### config.mk
export PLATFORM = sky130hd
export DESIGN_NAME = dat_transfer_sequencer
export DESIGN_NICKNAME = d
export VERILOG_FILES = /design/src/rtl/dat_transfer_sequencer.sv
export SDC_FILE = /design/constraint.sdc
export NUM_CORES = 1
export LEC_CHECK = 0
export ABC_AREA = 1
export BUFFER_PORTS_ARGS = -buffer_cell sky130_fd_sc_hd__buf_4
export CORE_UTILIZATION = 47
export DETAILED_ROUTE_END_ITERATION = 8
export HOLD_SLACK_MARGIN = 0.03
export MAX_ROUTING_LAYER = met4
export PLACE_DENSITY = 0.79
export SYNTH_ARGS = -nofsm -noshare
export SYNTH_HDL_FRONTEND = slang
export SYNTH_SLANG_ARGS = --single-unit
### constraint.sdc
create_clock -name sd_clock -period 1.4 [get_ports sd_clock]
set_input_delay 0.28 -clock sd_clock [delete_from_list [all_inputs] [get_ports sd_clock]]
set_output_delay 0.28 -clock sd_clock [all_outputs]
set_load 0.1 [all_outputs]
### src/rtl/dat_transfer_sequencer.sv
// dat_transfer_sequencer: issues DAT transfers to the PHY, retrying after
// data timeouts with a recovery gap and honouring host aborts.
module dat_transfer_sequencer #(
  parameter int MAX_RETRY      = 2,
  parameter int RECOVER_CYCLES = 4
) (
  input  logic        sd_clock,
  input  logic        reset,
  input  logic        req_valid,
  output logic        req_ready,
  input  logic        req_write,
  input  logic        req_multiple,
  input  logic [3:0]  req_blocks,
  input  logic [15:0] req_timeout,
  input  logic        host_abort,
  output logic        phy_strobe,
  output logic        phy_ack,
  output logic        phy_idle,
  output logic        phy_write_read,
  output logic        phy_multiple,
  output logic [3:0]  phy_blocks,
  output logic [15:0] phy_timeout,
  input  logic        phy_serial_ready,
  input  logic        phy_complete,
  input  logic        phy_ack_out,
  input  logic        phy_data_timeout,
  output logic        busy,
  output logic        done,
  output logic        err_timeout,
  output logic        err_abort,
  output logic [1:0]  retry_cnt
);
  typedef enum logic [2:0] {IDLE, ISSUE, ACTIVE, ACK, ABORT, RECOVER, DONE} state_t;
  localparam logic [1:0] MAX_R    = 2'(MAX_RETRY);
  localparam logic [3:0] REC_LAST = 4'(RECOVER_CYCLES - 1);
  state_t state, state_n;
  logic [3:0] rec_cnt, rec_cnt_n, phy_blocks_n;
  logic [15:0] phy_timeout_n;
  logic [1:0] retry_cnt_n;
  logic accept, abort_hit, retry_ok;
  logic req_ready_n, phy_strobe_n, phy_ack_n, phy_idle_n, phy_write_read_n, phy_multiple_n;
  logic busy_n, done_n, err_timeout_n, err_abort_n;
  assign accept    = state == IDLE && req_valid;
  assign abort_hit = host_abort && state != IDLE && state != DONE;
  assign retry_ok  = retry_cnt < MAX_R;
  always_ff @(posedge sd_clock) begin
    if (reset) begin
      state          <= IDLE;
      req_ready      <= 1'b1;
      phy_strobe     <= 1'b0;
      phy_ack        <= 1'b0;
      phy_idle       <= 1'b0;
      phy_write_read <= 1'b0;
      phy_multiple   <= 1'b0;
      phy_blocks     <= '0;
      phy_timeout    <= '0;
      busy           <= 1'b0;
      done           <= 1'b0;
      err_timeout    <= 1'b0;
      err_abort      <= 1'b0;
      retry_cnt      <= '0;
      rec_cnt        <= '0;
    end else begin
      state          <= state_n;
      req_ready      <= req_ready_n;
      phy_strobe     <= phy_strobe_n;
      phy_ack        <= phy_ack_n;
      phy_idle       <= phy_idle_n;
      phy_write_read <= phy_write_read_n;
      phy_multiple   <= phy_multiple_n;
      phy_blocks     <= phy_blocks_n;
      phy_timeout    <= phy_timeout_n;
      busy           <= busy_n;
      done           <= done_n;
      err_timeout    <= err_timeout_n;
      err_abort      <= err_abort_n;
      retry_cnt      <= retry_cnt_n;
      rec_cnt        <= rec_cnt_n;
    end
  end
  // An abort seen while already aborting just finishes the transfer, so a held host_abort cannot loop
  always_comb begin
    state_n = state;
    if (abort_hit) state_n = state == ABORT ? DONE : ABORT;
    else
      case (state)
        IDLE:    state_n = req_valid ? ISSUE : IDLE;
        ISSUE:   state_n = phy_serial_ready ? ACTIVE : ISSUE;
        ACTIVE:  state_n = phy_complete ? ACK : phy_data_timeout ? ABORT : ACTIVE;
        ACK:     state_n = phy_ack_out ? DONE : ACK;
        ABORT:   state_n = (err_abort || !retry_ok) ? DONE : RECOVER;
        RECOVER: state_n = rec_cnt == REC_LAST ? ISSUE : RECOVER;
        DONE:    state_n = IDLE;
        default: state_n = IDLE;
      endcase
  end
  always_comb begin
    req_ready_n      = state_n == IDLE;
    busy_n           = state_n != IDLE;
    phy_strobe_n     = state == ISSUE && state_n == ACTIVE;
    phy_ack_n        = state_n == ACK;
    phy_idle_n       = state_n == ABORT;
    done_n           = state_n == DONE;
    phy_write_read_n = accept ? req_write : phy_write_read;
    phy_multiple_n   = accept ? req_multiple : phy_multiple;
    phy_blocks_n     = accept ? ((req_multiple && req_blocks != 4'd0) ? req_blocks : 4'd1) : phy_blocks;
    phy_timeout_n    = accept ? req_timeout : phy_timeout;
    err_abort_n      = accept ? 1'b0 : err_abort | abort_hit;
    err_timeout_n    = accept ? 1'b0 : err_timeout | (state == ABORT && !abort_hit && !err_abort && !retry_ok);
    retry_cnt_n      = accept ? 2'd0
                     : (state == ABORT && state_n == RECOVER && retry_cnt != 2'd3) ? retry_cnt + 2'd1
                     : retry_cnt;
    rec_cnt_n        = (state == RECOVER && state_n == RECOVER) ? rec_cnt + 4'd1 : 4'd0;
  end
endmodule

==> results.md <==
- Residual DRC: 0
- Hold_ws: 121 ps
- Mapped cell area: about 1600 sq um
- Port bufs: 61
- Worst slew pin tran: about 280 ps
- Drt pass-1 iters: 4
- Post-synth EDFFs: 0
- Highest-count cells in the layout ignoring fill and taps: buf_4, nand2_1, dfxtp_1
- Slowest Stage Delay on Critical Path: roughly 360 ps
- Most common cell after layout, fill and taps aside: buf_4
- Grt ovf: 0
- Met1 usage: 28.1%
- GR Layer Usage met3: between 5 and 6%
- Hold crit path type: input port to flip-flop
- Max-slew violation count: 0
- Global Route met2 Usage: 37.8%
- Crit path DAT: 1770 ps
- Die area: between 3000 and 4000 sq um
- Startpoint class of the critical path: flip-flop
- CTS Buf Count: 5
- Syn_nets: roughly 240
- Die width: 59.9 um
- Mapped Cells: 210
- Largest delay share family, worst path: simple AND/OR/NAND/NOR gates
- Async SR Flop Fraction: 0%
- Final Hold Viols: 0
- Crit. End Element: flip-flop
- Worst EP required: roughly 1700 ps
- Pleak: between 1 and 1.5 nW
- Fraction of layout cells with a size suffix above 1: 44.9%
- CP max FO: 5
- Most used cell, CP: nor2_1
- Detail Route Antenna Nets: 0
- Diode count: 0
- CP cell instances: buf_6, nor2_4, nand2_1, nor2_1, nor2_1, nand3_2, nand2_2, inv_2, nand3b_4, nor2_2
- Pwr Density: 2440 nW/um^2
- Clock Tree Buf Depth: 2
- Routed WL per cell: 12.1 um
- Crit Path Class: flip-flop to flip-flop
- Routed vias: ~1.6k
- Hpwl dp: roughly 2600 um
- Post-Synth Simple-Gate Area: ~30%
- Mux contribution to synthesized area: 0%
- Post-synthesis xor/xnor area fraction: around 1.1%
- First-pass GRT wire length: just over 6000 um
- H-tree depth: 2
- Largest net degree at the start of global routing: 21
- GRT busiest layer: met2
- Initial Utilization: roughly half
- Fill count: ~230
- Area contributors post-synth: dfxtp_1, nand2_1, a21oi_1
- Row count: 20
- Final min period: around 1500 ps
- Worst setup margin: -86.5 ps
- DR iter-0 viols: 95
- Worst path slowest cell: dfxtp_2
- Synth Area in Adders: under 10%
- # IOs: between 60 and 70
- Failing checks: negative setup slack
- Final WL: between 4000 and 5000 um
- Sink Count: 39
- Synthesized flop and latch total: 39
- Largest family of logic cells by synthesized area: simple AND/OR/NAND/NOR gates
- Worst IR Drop VDD: approximately 0.0012 V
- Gpl congestion: about 0.77
- Avg Cell Area, Syn: 7.51 sq um
- Die Ht: 59.9 um
- Vias in the first global route: 1504
- Initial antenna violation count: 0
- Status: finished, violations left
- Max_cap viols: 0
- Nets: about 320
- Clock skew: about 7.6 ps
- Area share of the largest cell type after synthesis: between 40% and 50%
- Slew HR: about four fifths
- Total track usage: a little under a quarter
- Root Buffer Master: clkbuf_4
- Cell accounting for the most synthesized area: dfxtp_1
- RSZ-0062 raised after global routing: yes
- # setup viols final: 10
- Fin crit share: 106%
- Worst-Skew Late Latency: around 340 ps
- Total power: approximately 5.8 mW
- CTS tree: built
- Area delta synth->final: 51.1%
- Synth Area in Compound Gates: a little over a tenth
- Sequential fraction of the synthesis area: just under 50%
- Core area: 3130 sq um
- FMAX: 0.673 GHz
- Vias per Instance: between 4 and 5
- YS warnings: 0
- Clock slew at reported path FFs: between 100 and 150 ps
- Ys flop type: dfxtp_1
- Count of cell types in the netlist: 26
- CP Buf/Inv Count: 2
==> layout make-up <==
class	count	area (sq um)	area share (%)
Clock inverter	3	18.8	0.788
Sequential cell	39	798	33.5
Multi-Input combinational cell	142	802	33.7
Tap cell	44	55.1	2.31
Inverter	23	91.3	3.83
Timing Repair Buffer	75	579	24.3
Clock buffer	5	37.5	1.58
==> logic make-up after synthesis <==
group / count (synthesis)
xor+xnor: 2
simple gates: 107
buf+inv: 29
compound gates: 31
flops: 39
fa+ha+maj: 2
==> state kept, by name, summed over array words and instances, names as in the netlist <==
signal,count
busy,1
done,1
err_abort,1
err_timeout,1
phy_ack,1
phy_blocks,4
phy_idle,1
phy_multiple,1
phy_strobe,1
phy_timeout,16
phy_write_read,1
rec_cnt,4
req_ready,1
retry_cnt,2
state,3
==> cell usage after synthesis (2+ instances only) <==
master and count:
nor2_2 2, a31oi_1 2, nand4_1 2, ha_1 2, nand2_1 65, nor3_1 2, clkbuf_1 2, a21oi_1 23
o21ai_1 3, dfxtp_1 39, inv_2 3, nand3_1 10, inv_1 20, nor2_1 21, buf_2 3
==> through the flow <==
stage | setup TNS (ps) | cell area [sq um] | setup slack [ps] | cells | util (%)
5_1_grt | -1210 | 2380 | -152 | 331 | 76.2
2_1_floorplan | 0 | 1590 | 2.40 | 210 | -
4_1_cts | -21.3 | 2280 | -12.4 | 329 | 72.9
3_3_place_gp | -167 | 2140 | -28.5 | 317 | 68.4
3_5_place_dp | -184 | 2140 | -38.8 | 317 | 68.4
6_report | -427 | 2380 | -86.5 | 331 | 76.2
==> timing repair <==
action	4_1_cts	5_1_grt
hold buffers	0	0
endpoints found under the hold margin	0	0
resized for setup	17	27
buffers inserted	4	2
endpoints found under the setup margin	22	25
pin swaps	4	10
gates cloned	0	0
==> where the power goes <==
| group | leakage, nW | switching (mW) | internal [mW] | total [mW] |
|---|---|---|---|---|
| logic | 0.789 | 2.65 | 1.08 | 3.72 |
| registers | 0.322 | 0.160 | 1.36 | 1.52 |
| clock network | 0.0315 | 0.372 | 0.194 | 0.566 |
==> routing by layer <==
layer | vias up | wire [um]
li1 | 814 | -
met1 | 715 | 1750
met4 | 0 | 74
met3 | 8 | 212
met5 | - | 0
met2 | 57 | 1970
==> worst register-to-register path: stages, from the launching register on <==
cell	delay [ps]
dfxtp_2	360
buf_6	140
nor2_4	150
nand2_1	100
nor2_1	130
nor2_1	80
nand3_2	100
nand2_2	80
inv_2	80
nand3b_4	100
nor2_2	110
==> final timing paths <==
path         cells past startpoint          from  slack, ps            end
max                             10      state[0]        -90     rec_cnt[0]
min                              2  req_multiple        120  phy_blocks[0]
max reg2reg                     10      state[0]        -90     rec_cnt[0]
min reg2reg                      1    rec_cnt[0]        450     rec_cnt[0]
No activity file was read; power rests on OpenSTA's default activity.
